[src/rtl/exu_fpu_wb_ctl.sv]
// FPU writeback control: tracks the single in-flight FPU destination,
// buffers finished results, and shares the FP regfile write port with
// FP load writeback (loads always win the port).
module exu_fpu_wb_ctl #(
  parameter int DEPTH = 2
) (
  input  logic        clk,
  input  logic        rst_l,
  input  logic        flush_lower,
  input  logic        fpu_issue_valid,
  input  logic [4:0]  fpu_issue_rd,
  input  logic        fpu_finish,
  input  logic [31:0] fpu_result,
  input  logic [4:0]  fpu_fflags,
  input  logic        lsu_fp_wb_valid,
  input  logic [4:0]  lsu_fp_wb_rd,
  input  logic [31:0] lsu_fp_wb_data,
  output logic        fpu_issue_ready,
  output logic [31:0] fpr_busy,
  output logic        fpr_wen,
  output logic [4:0]  fpr_waddr,
  output logic [31:0] fpr_wdata,
  output logic        fflags_accrue_valid,
  output logic [4:0]  fflags_accrue
);

  localparam int CW = $clog2(DEPTH + 1);
  localparam int PW = (DEPTH > 1) ? $clog2(DEPTH) : 1;
  localparam logic [CW:0] DEPTH_W = (CW + 1)'(DEPTH);
  localparam logic [PW-1:0] LAST_PTR = PW'(DEPTH - 1);

  typedef enum logic {
    IDLE     = 1'b0,
    INFLIGHT = 1'b1
  } state_t;

  state_t        state_q;
  logic [4:0]    tag_q;
  logic [4:0]    rd_mem  [DEPTH];
  logic [31:0]   res_mem [DEPTH];
  logic [4:0]    flg_mem [DEPTH];
  logic [PW-1:0] wr_ptr_q;
  logic [PW-1:0] rd_ptr_q;
  logic [CW-1:0] count_q;
  logic [31:0]   busy_q;
  logic [31:0]   busy_nxt;

  logic inflight;
  logic fifo_nempty;
  logic flush_kill;
  logic push;
  logic pop;
  logic issue_take;

  // Circular pointer advance that wraps after the last entry
  function automatic logic [PW-1:0] ptr_inc(input logic [PW-1:0] p);
    return (p == LAST_PTR) ? '0 : p + PW'(1);
  endfunction

  assign inflight    = (state_q == INFLIGHT);
  assign fifo_nempty = (count_q != '0);
  assign flush_kill  = inflight && flush_lower;
  assign push        = inflight && fpu_finish && !flush_lower;
  assign issue_take  = fpu_issue_valid && !flush_lower && (!inflight || fpu_finish);
  assign pop         = !lsu_fp_wb_valid && fifo_nempty;

  // Counting the in-flight op as occupied space means a finish always has a slot
  assign fpu_issue_ready = ({1'b0, count_q} + {{CW{1'b0}}, inflight}) < DEPTH_W;
  assign fpr_busy        = busy_q;

  // Tag FSM: remembers the destination of the single op the FPU is working on
  always_ff @(posedge clk or negedge rst_l) begin
    if (!rst_l) begin
      state_q <= IDLE;
      tag_q   <= '0;
    end else begin
      case (state_q)
        IDLE: begin
          if (issue_take) begin
            state_q <= INFLIGHT;
            tag_q   <= fpu_issue_rd;
          end
        end
        INFLIGHT: begin
          if (flush_lower) begin
            state_q <= IDLE;
          end else if (fpu_finish) begin
            if (issue_take) begin
              tag_q <= fpu_issue_rd;
            end else begin
              state_q <= IDLE;
            end
          end
        end
        default: state_q <= IDLE;
      endcase
    end
  end

  // Result buffer storage; contents are only meaningful under count_q
  always_ff @(posedge clk) begin
    if (push) begin
      rd_mem[wr_ptr_q]  <= tag_q;
      res_mem[wr_ptr_q] <= fpu_result;
      flg_mem[wr_ptr_q] <= fpu_fflags;
    end
  end

  // Result buffer pointers and occupancy
  always_ff @(posedge clk or negedge rst_l) begin
    if (!rst_l) begin
      wr_ptr_q <= '0;
      rd_ptr_q <= '0;
      count_q  <= '0;
    end else begin
      if (push) wr_ptr_q <= ptr_inc(wr_ptr_q);
      if (pop)  rd_ptr_q <= ptr_inc(rd_ptr_q);
      case ({push, pop})
        2'b10:   count_q <= count_q + CW'(1);
        2'b01:   count_q <= count_q - CW'(1);
        default: count_q <= count_q;
      endcase
    end
  end

  // Scoreboard next value: clears first so a same-index set on issue wins
  always_comb begin
    busy_nxt = busy_q;
    if (pop)        busy_nxt[rd_mem[rd_ptr_q]] = 1'b0;
    if (flush_kill) busy_nxt[tag_q] = 1'b0;
    if (issue_take) busy_nxt[fpu_issue_rd] = 1'b1;
  end

  // Scoreboard register
  always_ff @(posedge clk or negedge rst_l) begin
    if (!rst_l) busy_q <= '0;
    else        busy_q <= busy_nxt;
  end

  // Write port mux: FP loads first, then the oldest buffered FPU result
  always_comb begin
    fpr_wen             = 1'b0;
    fpr_waddr           = '0;
    fpr_wdata           = '0;
    fflags_accrue_valid = 1'b0;
    fflags_accrue       = '0;
    if (lsu_fp_wb_valid) begin
      fpr_wen   = 1'b1;
      fpr_waddr = lsu_fp_wb_rd;
      fpr_wdata = lsu_fp_wb_data;
    end else if (fifo_nempty) begin
      fpr_wen             = 1'b1;
      fpr_waddr           = rd_mem[rd_ptr_q];
      fpr_wdata           = res_mem[rd_ptr_q];
      fflags_accrue_valid = 1'b1;
      fflags_accrue       = flg_mem[rd_ptr_q];
    end
  end

  a_finish_idle: assert property (@(posedge clk) disable iff (!rst_l)
    fpu_finish |-> inflight);
  a_issue_busy_fpu: assert property (@(posedge clk) disable iff (!rst_l)
    (fpu_issue_valid && inflight && !fpu_finish) |-> flush_lower);
  a_issue_ready: assert property (@(posedge clk) disable iff (!rst_l)
    issue_take |-> fpu_issue_ready);
  a_lsu_busy: assert property (@(posedge clk) disable iff (!rst_l)
    lsu_fp_wb_valid |-> !busy_q[lsu_fp_wb_rd]);
  a_no_overflow: assert property (@(posedge clk) disable iff (!rst_l)
    push |-> ({1'b0, count_q} < DEPTH_W));

endmodule

[config.mk]
export PLATFORM = sky130hd
export DESIGN_NAME = exu_fpu_wb_ctl
export DESIGN_NICKNAME = d
export VERILOG_FILES = /design/src/rtl/exu_fpu_wb_ctl.sv
export SDC_FILE = /design/constraint.sdc
export NUM_CORES = 1
export LEC_CHECK = 0
export CORE_MARGIN = 1
export CORE_UTILIZATION = 30
export CTS_CLUSTER_DIAMETER = 100
export CTS_CLUSTER_SIZE = 12
export DETAILED_ROUTE_END_ITERATION = 8
export PLACE_DENSITY = 0.54
export RECOVER_POWER = 50
export SYNTH_ARGS = -nofsm -noshare
export SYNTH_HDL_FRONTEND = slang
export SYNTH_SLANG_ARGS = --single-unit
[constraint.sdc]
create_clock -name clk -period 3.5 [get_ports clk]
set_input_delay 0.7 -clock clk [delete_from_list [all_inputs] [get_ports clk]]
set_output_delay 0.7 -clock clk [all_outputs]
set_load 0.1 [all_outputs]
==> insert_results.sql <==
INSERT INTO impl_metrics (metric_group, metric, value, unit) VALUES
('sta', 'final.min_clock_period', '3020', 'ps'),
('pwr', 'power.density', '873', 'nW/um2'),
('sta', 'rsz_0062_raised_after_global_routing', 'false', ''),
('pwr', 'maximum_vdd_drop', '0.000720', 'V'),
('layout', 'layout.nets', '664', ''),
('logic_synthesis', 'synthTopCellsByArea', 'sky130_fd_sc_hd__edfxtp_1, sky130_fd_sc_hd__dfrtp_1, sky130_fd_sc_hd__mux2i_1', ''),
('floorplanning', 'initial_utilization', '31.1', '%'),
('worst_setup_path', 'cp_slowest_stage_delay', '810', 'ps'),
('worst_setup_path', 'worstSetupEndpointType', 'primary output', ''),
('logic_synthesis', 'synth_seq_area_share', '65.7', '%'),
('detailed_routing', 'dr.first_iter.drc_count', '153', ''),
('placement', 'port_buffers', '161', ''),
('detailed_routing', 'dr_wl_met3', '1.22', 'mm'),
('worst_setup_path', 'critical_path.n_buffers_inverters', '1', ''),
('clock_tree', 'cts-resized-gates', '0', ''),
('logic_synthesis', 'post_synth.cell_area_avg', '13.3', 'um2'),
('worst_setup_path', 'cell_at_the_slowest_stage_of_the_critical_path', 'sky130_fd_sc_hd__o21bai_4', ''),
('detailed_routing', 'num_vias', '4070', ''),
('floorplanning', 'ioPinCount', '162', ''),
('pwr', 'leakage', '0.00309', 'uW'),
('clock_tree', 'cts.htree.levels', '4', ''),
('clock_tree', 'setup_repair_bufs_after_cts', '0', ''),
('detailed_routing', 'post-route-drc-count', '0', ''),
('worst_setup_path', 'ff2ff_path_depth', '5', ''),
('detailed_routing', 'drt-wirelength-per-cell', '17.7', 'um'),
('placement', 'gpl.final_weighted_congestion', '0.824', ''),
('sta', 'hold_ws', '548', 'ps'),
('outcome', 'outcome', 'finished, violations left', ''),
('floorplanning', 'die_x', '137', 'um'),
('sta', 'finalHoldViolations', '0', ''),
('floorplanning', 'placement_rows', '48', ''),
('grt', 'grt_max_degree', '45', ''),
('min_path', 'hp-class', 'reg2reg', ''),
('clock_tree', 'cts_hold_buf', '0', ''),
('detailed_routing', 'dr_wl_met2', '6.84', 'mm'),
('logic_synthesis', 'yosysUniqueCellTypes', '33', ''),
('placement', 'dp_hpwl', '10.0', 'mm'),
('logic_synthesis', 'synth-edff-count', '84', ''),
('detailed_routing', 'detail_route.wirelength.met1', '6.20', 'mm'),
('grt', 'grt_pass1_wl', '22.1', 'mm'),
('placement', 'numPlacedInstances', '784', ''),
('clock_tree', 'clk_transition_reported_paths', '60', 'ps'),
('worst_setup_path', 'critical_path.cell_chain', 'o21bai_4 > o21ai_0 > buf_12', ''),
('detailed_routing', 'detail_route.vias_per_cell', '4.98', ''),
('floorplanning', 'core-area', '17500', 'um2'),
('grt', 'first_global_vias', '4084', ''),
('layout', 'synthesis_to_finish_area_growth', '52.7', '%'),
('sta', 'timing.clock.skew', '7.58', 'ps'),
('logic_synthesis', 'synth-warning-count', '0', ''),
('min_path', 'worstHoldPathCells', '1', ''),
('worst_setup_path', 'worst_r2r_startpoint', 'count_q[0]', ''),
('grt', 'grt_antenna_before_repair', '1', ''),
('detailed_routing', 'finalWirelength', '14.4', 'mm'),
('layout', 'post_route_cells_drive_above_1_share', '16.2', '%'),
('sta', 'finalSetupTns', '0', 'ps'),
('worst_setup_path', 'critical_path_required', '2800', 'ps'),
('detailed_routing', 'ant_nets', '0', ''),
('worst_setup_path', 'regToRegEndpoint', 'fpr_busy[14]', ''),
('detailed_routing', 'drt_pre_antenna_iters', '5', ''),
('outcome', 'failed_checks', 'max-capacitance violations, max-slew violations', ''),
('logic_synthesis', 'syn-num-nets', '495', ''),
('layout', 'stdcell_count', '817', ''),
('detailed_routing', 'maxUsedRoutingLayer', 'met4', ''),
('clock_tree', 'clk_path_buf_depth', '2', ''),
('sta', 'report.final.slew_viol_count', '43', ''),
('logic_synthesis', 'ys_seq_elements', '126', ''),
('sta', 'timing.fmax', '331', 'MHz'),
('worst_setup_path', 'critPathMaxFanout', '44', ''),
('sta', 'final-setup-viol-count', '0', ''),
('clock_tree', 'clk_latency', '410', 'ps'),
('run', 'timing.max_cap.violations', '1', '');
-- per-stage QoR --
| step | instance area, um2 | setup slack, ps |
|---|---|---|
| after detailed placement | 7750 | 463 |
| after floorplan | 5440 | -484 |
| after global placement | 7750 | 516 |
| after global routing | 8300 | 224 |
| after CTS | 8330 | 387 |
| final | 8300 | 483 |
-- sequential cells by signal, indices dropped and copies added, names as in the netlist --
signal / count
res_mem: 64
rd_mem: 10
inflight: 1
wr_ptr_q: 1
count_q: 2
flg_mem: 10
rd_ptr_q: 1
tag_q: 5
fpr_busy: 32
-- how the worst max path moves through the flow --
| stage | cells after the start | slack, ps | to | startpoint |
|---|---|---|---|---|
| global route | 3 | 220 | fpr_wdata[23] | count_q[0] |
| global placement | 6 | 520 | fpr_busy[13] | lsu_fp_wb_valid |
| finish | 3 | 480 | fpr_wdata[23] | count_q[0] |
| CTS | 3 | 390 | fpr_wdata[23] | count_q[0] |
| detailed placement | 6 | 460 | fpr_busy[17] | lsu_fp_wb_valid |
| floorplan | 3 | -480 | fpr_wdata[23] | lsu_fp_wb_valid |
-- cells in the final DEF, fill, tap and decap left out, types with 2 or more instances in the layout --
| cell | count |
|---|---|
| sky130_fd_sc_hd__and3_1 | 2 |
| sky130_fd_sc_hd__inv_1 | 2 |
| sky130_fd_sc_hd__nor3b_1 | 7 |
| sky130_fd_sc_hd__nor3_1 | 2 |
| sky130_fd_sc_hd__clkinvlp_4 | 4 |
| sky130_fd_sc_hd__or3_1 | 4 |
| sky130_fd_sc_hd__buf_12 | 44 |
| sky130_fd_sc_hd__nand4b_1 | 2 |
| sky130_fd_sc_hd__clkdlybuf4s50_1 | 76 |
| sky130_fd_sc_hd__or3b_2 | 4 |
| sky130_fd_sc_hd__mux2i_1 | 42 |
| sky130_fd_sc_hd__o21ai_1 | 41 |
| sky130_fd_sc_hd__nor2_1 | 10 |
| sky130_fd_sc_hd__clkinv_2 | 4 |
| sky130_fd_sc_hd__bufinv_16 | 2 |
| sky130_fd_sc_hd__mux2_2 | 6 |
| sky130_fd_sc_hd__o21ai_0 | 39 |
| sky130_fd_sc_hd__clkbuf_16 | 17 |
| sky130_fd_sc_hd__clkinv_4 | 4 |
| sky130_fd_sc_hd__o221ai_1 | 32 |
| sky130_fd_sc_hd__nand3_1 | 3 |
| sky130_fd_sc_hd__dlygate4sd3_1 | 38 |
| sky130_fd_sc_hd__xnor2_1 | 4 |
| sky130_fd_sc_hd__edfxtp_1 | 84 |
| sky130_fd_sc_hd__clkbuf_1 | 5 |
| sky130_fd_sc_hd__nor2_4 | 2 |
| sky130_fd_sc_hd__nand2_1 | 40 |
| sky130_fd_sc_hd__dfrtp_1 | 41 |
| sky130_fd_sc_hd__and3b_1 | 6 |
| sky130_fd_sc_hd__nand3b_1 | 9 |
| sky130_fd_sc_hd__buf_4 | 5 |
-- layout make-up --
| type | instances | area (um2) | area share, % |
|---|---|---|---|
| Tap cell | 225 | 282 | 3.39 |
| Inverter | 2 | 7.51 | 0.0904 |
| Multi-Input combinational cell | 263 | 1780 | 21.5 |
| Clock inverter | 15 | 149 | 1.79 |
| Timing Repair Buffer | 168 | 2080 | 25.0 |
| Antenna cell | 1 | 2.50 | 0.0301 |
| Sequential cell | 126 | 3570 | 43.1 |
| Clock buffer | 17 | 425 | 5.12 |
-- per-layer routing --
| metal | vias to the layer above | track usage (%) |
|---|---|---|
| met1 | 1927 | 20.4 |
| met2 | 191 | 25.7 |
| met3 | 15 | 4.63 |
| li1 | 1937 | - |
| met5 | - | 0 |
| met4 | 0 | 6.23 |
-- where the power goes --
part / leakage [uW] / switching [uW] / internal (uW) / total, uW
sequential: 0.00129 / 226 / 1800 / 2020
clock: 0.000272 / 631 / 1040 / 1670
combinational: 0.00152 / 2490 / 1070 / 3560
total: 0.00309 / 3350 / 3900 / 7250
-- logic make-up after synthesis --
family	after synthesis	share of synthesized area, %
DFF	126	65.7
adders and majority gates	1	0.230
AOI/OAI and AO/OA	115	12.9
buffers and inverters	20	1.75
muxes	48	8.97
xor gates and xnor gates	5	0.805
and+or+nand+nor	94	9.62
Power figures use the tool's default switching activity.
